==> config.mk <==
export PLATFORM = sky130hd
export DESIGN_NAME = wavetable_reader
export DESIGN_NICKNAME = d
export VERILOG_FILES = /design/src/rtl/wt_pkg.sv /design/src/rtl/wavetable_reader_lerp16.sv /design/src/rtl/wavetable_reader.sv
export SDC_FILE = /design/constraint.sdc
export NUM_CORES = 1
export LEC_CHECK = 0
export BUFFER_PORTS_ARGS = -buffer_cell sky130_fd_sc_hd__buf_4
export CAP_MARGIN = 15
export CORE_AREA = 2 2 149 209
export DETAILED_ROUTE_END_ITERATION = 8
export DIE_AREA = 0 0 151 211
export GPL_TIMING_DRIVEN = 0
export MAX_ROUTING_LAYER = met4
export SYNTH_ARGS = -nofsm -noshare
export SYNTH_HDL_FRONTEND = slang
export SYNTH_HIERARCHICAL = 1
export SYNTH_SLANG_ARGS = --single-unit
==> constraint.sdc <==
create_clock -name i_clk -period 15.2 [get_ports i_clk]
set_clock_uncertainty 0.05 [all_clocks]
set_input_delay 0.76 -clock i_clk [delete_from_list [all_inputs] [get_ports i_clk]]
set_output_delay 0.76 -clock i_clk [all_outputs]
set_load 0.02 [all_outputs]
==> src/rtl/wt_pkg.sv <==
// Shared constants, phase bit-slice positions and FSM state type for the wavetable reader.
package wt_pkg;
  localparam int PHASE_W = 32;
  localparam int ADDR_W  = 12;
  localparam int DATA_W  = 16;
  localparam int FRAC_W  = 8;
  localparam int MIX_W   = 8;
  localparam int OCT_W   = 8;

  // Address is the top ADDR_W phase bits; the fraction sits directly below it.
  localparam int ADDR_LSB = PHASE_W - ADDR_W;
  localparam int FRAC_LSB = ADDR_LSB - FRAC_W;

  typedef enum logic [2:0] {
    IDLE,
    ADDR,
    CAPT,
    LERP,
    MIX,
    DONE
  } wt_state_t;
endpackage

==> src/rtl/wavetable_reader_lerp16.sv <==
// Combinational signed linear interpolator: y = a + (((b - a) * w) >>> W), w unsigned.
module lerp16
  import wt_pkg::*;
#(
  parameter int W = FRAC_W
) (
  input  logic signed [DATA_W-1:0] i_a,
  input  logic signed [DATA_W-1:0] i_b,
  input  logic        [W-1:0]      i_w,
  output logic signed [DATA_W-1:0] o_y
);
  localparam int PW = DATA_W + W + 2;

  logic signed [DATA_W:0] w_diff;
  logic signed [W:0]      w_wt;
  logic signed [PW-1:0]   w_diff_x;
  logic signed [PW-1:0]   w_wt_x;
  logic signed [PW-1:0]   w_prod;
  logic signed [PW-1:0]   w_shift;
  logic        [PW-1:0]   w_sum;
  logic                   w_unused;

  assign w_diff   = {i_b[DATA_W-1], i_b} - {i_a[DATA_W-1], i_a};
  assign w_wt     = {1'b0, i_w};
  assign w_diff_x = PW'(w_diff);
  assign w_wt_x   = PW'(w_wt);
  assign w_prod   = w_diff_x * w_wt_x;
  assign w_shift  = w_prod >>> W;
  // The shifted term never exceeds |b - a|, so the sum always fits back in DATA_W.
  assign w_sum    = {{(PW - DATA_W){i_a[DATA_W-1]}}, i_a} + w_shift;
  assign o_y      = w_sum[DATA_W-1:0];
  assign w_unused = ^w_sum[PW-1:DATA_W];
endmodule

==> src/rtl/wavetable_reader.sv <==
// Phase-accumulating wavetable oscillator: one table read per tick, per-bank lerp, bank crossfade.
// Optional feature macro: WT_BANK_XFADE_EN enables bank 1 interpolation and the bankMix crossfade.
module wavetable_reader
  import wt_pkg::*;
(
  input  logic                     i_clk,
  input  logic                     i_rst,
  input  logic                     i_sampleTick,
  input  logic                     i_noteOn,
  input  logic        [PHASE_W-1:0] i_phaseInc,
  input  logic        [OCT_W-1:0]   i_octave,
  input  logic        [MIX_W-1:0]   i_bankMix,
  output logic                     o_readEn,
  output logic        [OCT_W-1:0]   o_octaveOut,
  output logic        [ADDR_W-1:0]  o_sampAddrA,
  input  logic signed [DATA_W-1:0]  i_interpIns [2],
  input  logic signed [DATA_W-1:0]  i_antiInterpIns [2],
  output logic signed [DATA_W-1:0]  o_sampleOut,
  output logic                     o_sampleValid,
  output logic                     o_busy,
  output logic                     o_overrun
);
  wt_state_t r_state;
  wt_state_t w_next;

  logic        [PHASE_W-1:0] r_phase;
  logic        [ADDR_W-1:0]  r_addr;
  logic        [FRAC_W-1:0]  r_frac;
  logic        [OCT_W-1:0]   r_octaveOut;
  logic                      r_note;
  logic                      r_overrun;
  logic signed [DATA_W-1:0]  r_a0;
  logic signed [DATA_W-1:0]  r_b0;
  logic signed [DATA_W-1:0]  r_y0;
  logic signed [DATA_W-1:0]  r_sampleOut;
  logic signed [DATA_W-1:0]  w_y0;
  logic signed [DATA_W-1:0]  w_mix;
  logic                      w_accept;
  logic                      w_readEn;
  logic                      w_valid;
  logic                      w_busy;

  assign w_accept = (r_state == IDLE) && i_sampleTick;

  always_ff @(posedge i_clk or posedge i_rst) begin
    if (i_rst) r_state <= IDLE;
    else       r_state <= w_next;
  end

  always_comb begin
    w_next = r_state;
    case (r_state)
      IDLE:    if (i_sampleTick) w_next = ADDR;
      ADDR:    w_next = CAPT;
      CAPT:    w_next = LERP;
      LERP:    w_next = MIX;
      MIX:     w_next = DONE;
      DONE:    w_next = IDLE;
      default: w_next = IDLE;
    endcase
  end

  always_comb begin
    w_readEn = 1'b0;
    w_valid  = 1'b0;
    w_busy   = 1'b1;
    case (r_state)
      IDLE:    w_busy   = 1'b0;
      ADDR:    w_readEn = 1'b1;
      DONE:    w_valid  = 1'b1;
      default: ;
    endcase
  end

  lerp16 #(.W(FRAC_W)) u_lerp_b0 (
    .i_a (r_a0),
    .i_b (r_b0),
    .i_w (r_frac),
    .o_y (w_y0)
  );

`ifdef WT_BANK_XFADE_EN
  logic        [MIX_W-1:0]  r_mix;
  logic signed [DATA_W-1:0] r_a1;
  logic signed [DATA_W-1:0] r_b1;
  logic signed [DATA_W-1:0] r_y1;
  logic signed [DATA_W-1:0] w_y1;

  lerp16 #(.W(FRAC_W)) u_lerp_b1 (
    .i_a (r_a1),
    .i_b (r_b1),
    .i_w (r_frac),
    .o_y (w_y1)
  );

  lerp16 #(.W(MIX_W)) u_lerp_mix (
    .i_a (r_y0),
    .i_b (r_y1),
    .i_w (r_mix),
    .o_y (w_mix)
  );

  always_ff @(posedge i_clk or posedge i_rst) begin
    if (i_rst) begin
      r_mix <= '0;
      r_a1  <= '0;
      r_b1  <= '0;
      r_y1  <= '0;
    end else begin
      if (w_accept)         r_mix <= i_bankMix;
      if (r_state == CAPT) begin
        r_a1 <= i_interpIns[1];
        r_b1 <= i_antiInterpIns[1];
      end
      if (r_state == LERP)  r_y1 <= w_y1;
    end
  end
`else
  logic w_unused;

  // Without crossfade the MIX stage is a plain register of bank 0.
  assign w_mix    = r_y0;
  assign w_unused = ^{i_bankMix, i_interpIns[1], i_antiInterpIns[1]};
`endif

  // Accept: latch lookup position from the pre-increment phase, then advance.
  always_ff @(posedge i_clk or posedge i_rst) begin
    if (i_rst) begin
      r_phase     <= '0;
      r_addr      <= '0;
      r_frac      <= '0;
      r_octaveOut <= '0;
      r_note      <= 1'b0;
      r_overrun   <= 1'b0;
      r_a0        <= '0;
      r_b0        <= '0;
      r_y0        <= '0;
      r_sampleOut <= '0;
    end else begin
      if (w_accept) begin
        r_addr      <= r_phase[PHASE_W-1:ADDR_LSB];
        r_frac      <= r_phase[ADDR_LSB-1:FRAC_LSB];
        r_octaveOut <= i_octave;
        r_note      <= i_noteOn;
        r_phase     <= i_noteOn ? (r_phase + i_phaseInc) : '0;
      end
      if ((r_state != IDLE) && i_sampleTick) r_overrun <= 1'b1;
      // Capture: table data lands one cycle after the address was presented.
      if (r_state == CAPT) begin
        r_a0 <= i_interpIns[0];
        r_b0 <= i_antiInterpIns[0];
      end
      // Lerp: per-bank interpolation registered.
      if (r_state == LERP) r_y0 <= w_y0;
      // Mix: crossfade result registered straight into the output holding register.
      if (r_state == MIX) r_sampleOut <= r_note ? w_mix : '0;
    end
  end

  assign o_readEn      = w_readEn;
  assign o_sampleValid = w_valid;
  assign o_busy        = w_busy;
  assign o_overrun     = r_overrun;
  assign o_octaveOut   = r_octaveOut;
  assign o_sampAddrA   = r_addr;
  assign o_sampleOut   = r_sampleOut;
endmodule

==> results.yml <==
grt:
  overflow: 0
  antenna_found_initial: 0
  grt_usage_pct: 21.40
  grt_max_degree: 97
  grt_pass1_vias: 10250
  grt_pass1_wl_um: 51400
sta:
  hold_ws_ns: 0.2428
  min_period_over_period_pct: 59.36
  setup_viol: 0
  clock.fmax_mhz: 110.8
  relSlewSlack_pct: 28.42
  fin_tns_setup_ns: 0
  hold_viol_final: 0
  min_period_ns: 9.023
  slew_viol_final: 0
  rsz0062_at_grt: "false"
  worst_pin_slew_ns: 1.062
cts:
  worstSkewPairLatency_ns: 0.44
  cts_resized: 0
  cts-root-buf: "clkbuf_16"
  cts_tree: "yes"
  clock_sinks: 129
  htree_levels: 4
  cts_made_buffers: 17
  path_clk_slew_ns: 0.07
  postCtsHoldBufs: 0
  post_cts_buffers: 0
  cts_buffer_depth: 2
yosys:
  ys_seq_elements: 129
  synth_flop_cell: "dfrtp_1"
  synth_top_family_by_area: "adder cells"
  synthDistinctLibCells: 71
  synth_xor_area_share_pct: 4.972
  synth_commonest_cells: "nand2_1 (245), inv_1 (188), dfrtp_1 (129), ha_1 (106), fa_1 (105)"
  yosys.area.top_type: "dfrtp_1"
  synth_top_area_share_pct: 25.97
  yosys.area_share.simple_pct: 16.95
  yosysWarnings: 6
  synthMuxAreaShare_pct: 5.133
  synth_seq_area_share_pct: 25.97
  async_reset_ff_share_pct: 100.0
  syn_area_mm2: 0.01243
  yosys-top-cells-area: "dfrtp_1 (26%), fa_1 (17%), ha_1 (11%)"
  synthAdderAreaFrac_pct: 27.58
  syn-num-nets: 1706
  synth-compound-area-share_pct: 12.20
  syn_area_per_cell_um2: 9.014
  post-synth-top-count-cell: "nand2_1"
  synth_edf_count: 0
  syn_inst: 1379
final_layout:
  regArea_mm2: 0.003228
  drive_above_1_share_pct: 15.06
  final_core_util_pct: 48.41
  syn_to_final_growth_pct: 16.21
  antenna_cells: 0
  multi_input_area_mm2: 0.008308
  fin_area_mm2: 0.01445
  layout.nets: 1842
  nFillCells: 2937
critical_path:
  startpoint_type: "flop"
  r2r_start: "r_a0[1]$_DFFE_PP0N_"
  rrSetupSlack_ns: 6.18
  cp_top_family: "compound AO/OA/AOI/OAI gates"
  cp-end-kind: "flop"
  critPathRequiredTime_ns: 15.48
  critPathMaxStageDelay_ns: 0.89
  path_buf_inv: 4
  r2r-end: "r_y0[15]$_DFFE_PP0N_"
  cpMaxStageDelayCell: "o31ai_1"
  crit_arrival_ns: 9.30
  reg2reg_depth: 34
  setup.worst_path.class: "reg2reg"
  critPathMaxFanout: 8
detailed_routing:
  post-route-drc-count: 0
  via_per_inst: 5.152
  vias: 9851
  route.met3.wl_um: 935
  postRouteAntennaNets: 0
  wl_met2_um: 17190
  drt_iter0_markers: 327
  routed_wirelength_um: 31370
  wl_met1_um: 12520
  drtPass1Iterations: 4
  routed.top_layer: "met4"
  wl_per_cell_um: 16.41
floorplanning:
  num_rows: 75
  die-area_mm2: 0.03186
  die_y_um: 211
  floorplan.initialDensity_pct: 41.66
  die_width_um: 151
  ios: 156
  core_mm2: 0.02984
placed_design:
  dp_hpwl_um: 25530
  portBuffers: 115
  place_congestion: 0.8970
  placed_area_mm2: 0.01382
job:
  timing.max_cap.violations: 0
run_status:
  outcome: "completed"
worst_hold_path:
  hp-class: "in2async"
cell families after synthesis:
logic type      after synthesis
compound gates              232
xor+xnor                     69
fa+ha+maj                   211
buf+inv                     236
flops                       129
mux                          57
simple gates                445
layout by cell type, fill, tap and decap left out, types with 9 or more instances in the layout:
cell type / count
nor2b_1: 9
nand2b_1: 21
inv_1: 187
buf_4: 117
and2_1: 38
dfrtp_1: 129
o21ai_0: 75
o21bai_1: 9
and3_1: 11
mux2_2: 54
o31ai_1: 15
nand3_1: 21
xnor2_1: 42
clkbuf_1: 43
clkbuf_16: 17
fa_1: 105
a21o_1: 21
a211oi_1: 10
nor3_1: 13
nor2_1: 37
xor2_1: 26
ha_1: 106
a21oi_1: 52
nand2_1: 245
layer usage:
layer  track usage, %  up-vias
met4            6.091        0
met5                -        -
met2            39.36      176
met3            3.132       41
li1                 -     4797
met1            23.85     4837
sequential cells by signal (all words and copies together), names as in the netlist:
| register | count |
|---|---|
| r_phase | 32 |
| o_sampleOut | 16 |
| r_a0 | 16 |
| r_b0 | 16 |
| r_y0 | 16 |
| o_sampAddrA | 12 |
| o_octaveOut | 8 |
| r_frac | 8 |
| r_state | 3 |
| o_overrun | 1 |
| r_note | 1 |
cell type report:
cell class,instances,area share (%)
Sequential cell,129,22.35
Buffer,48,1.308
Clock buffer,18,2.971
Multi-Input combinational cell,1014,57.51
Timing Repair Buffer,117,6.219
Inverter,188,4.920
Clock inverter,13,1.386
Tap cell,385,3.335
stage by stage:
step / setup slack, ns / std cells
2_1_floorplan: 7.342 / 1379
3_3_place_gp: 6.199 / 1879
3_5_place_dp: 6.139 / 1881
4_1_cts: 6.095 / 1912
5_1_grt: 5.422 / 1912
6_report: 6.177 / 1912
worst register-to-register path: cells and delay by family, from the launching register on:
| kind | cells | cell delay, ns |
|---|---|---|
| AOI/OAI and AO/OA | 14 | 3.27 |
| xor gates and xnor gates | 3 | 0.80 |
| adders and majority gates | 7 | 3.03 |
| buffers and inverters | 4 | 0.23 |
| DFF | 1 | 0.49 |
| muxes | 1 | 0.28 |
| and+or+nand+nor | 5 | 0.76 |
how the worst max path moves through the flow:
stage	from	to	slack, ns	depth (start not counted)
6_report	r_a0[1]$_DFFE_PP0N_	r_y0[15]$_DFFE_PP0N_	6.18	34
5_1_grt	r_a0[1]$_DFFE_PP0N_	r_y0[15]$_DFFE_PP0N_	5.42	34
4_1_cts	r_a0[1]$_DFFE_PP0N_	r_y0[15]$_DFFE_PP0N_	6.09	34
3_5_place_dp	r_a0[1]$_DFFE_PP0N_	r_y0[15]$_DFFE_PP0N_	6.14	34
3_3_place_gp	r_a0[1]$_DFFE_PP0N_	r_y0[15]$_DFFE_PP0N_	6.20	34
2_1_floorplan	r_a0[0]$_DFFE_PP0N_	r_y0[15]$_DFFE_PP0N_	7.34	34
Power is left out: the tool's default activity adds up to more than one toggle a clock period on the data nets, which glitch-free logic cannot reach.
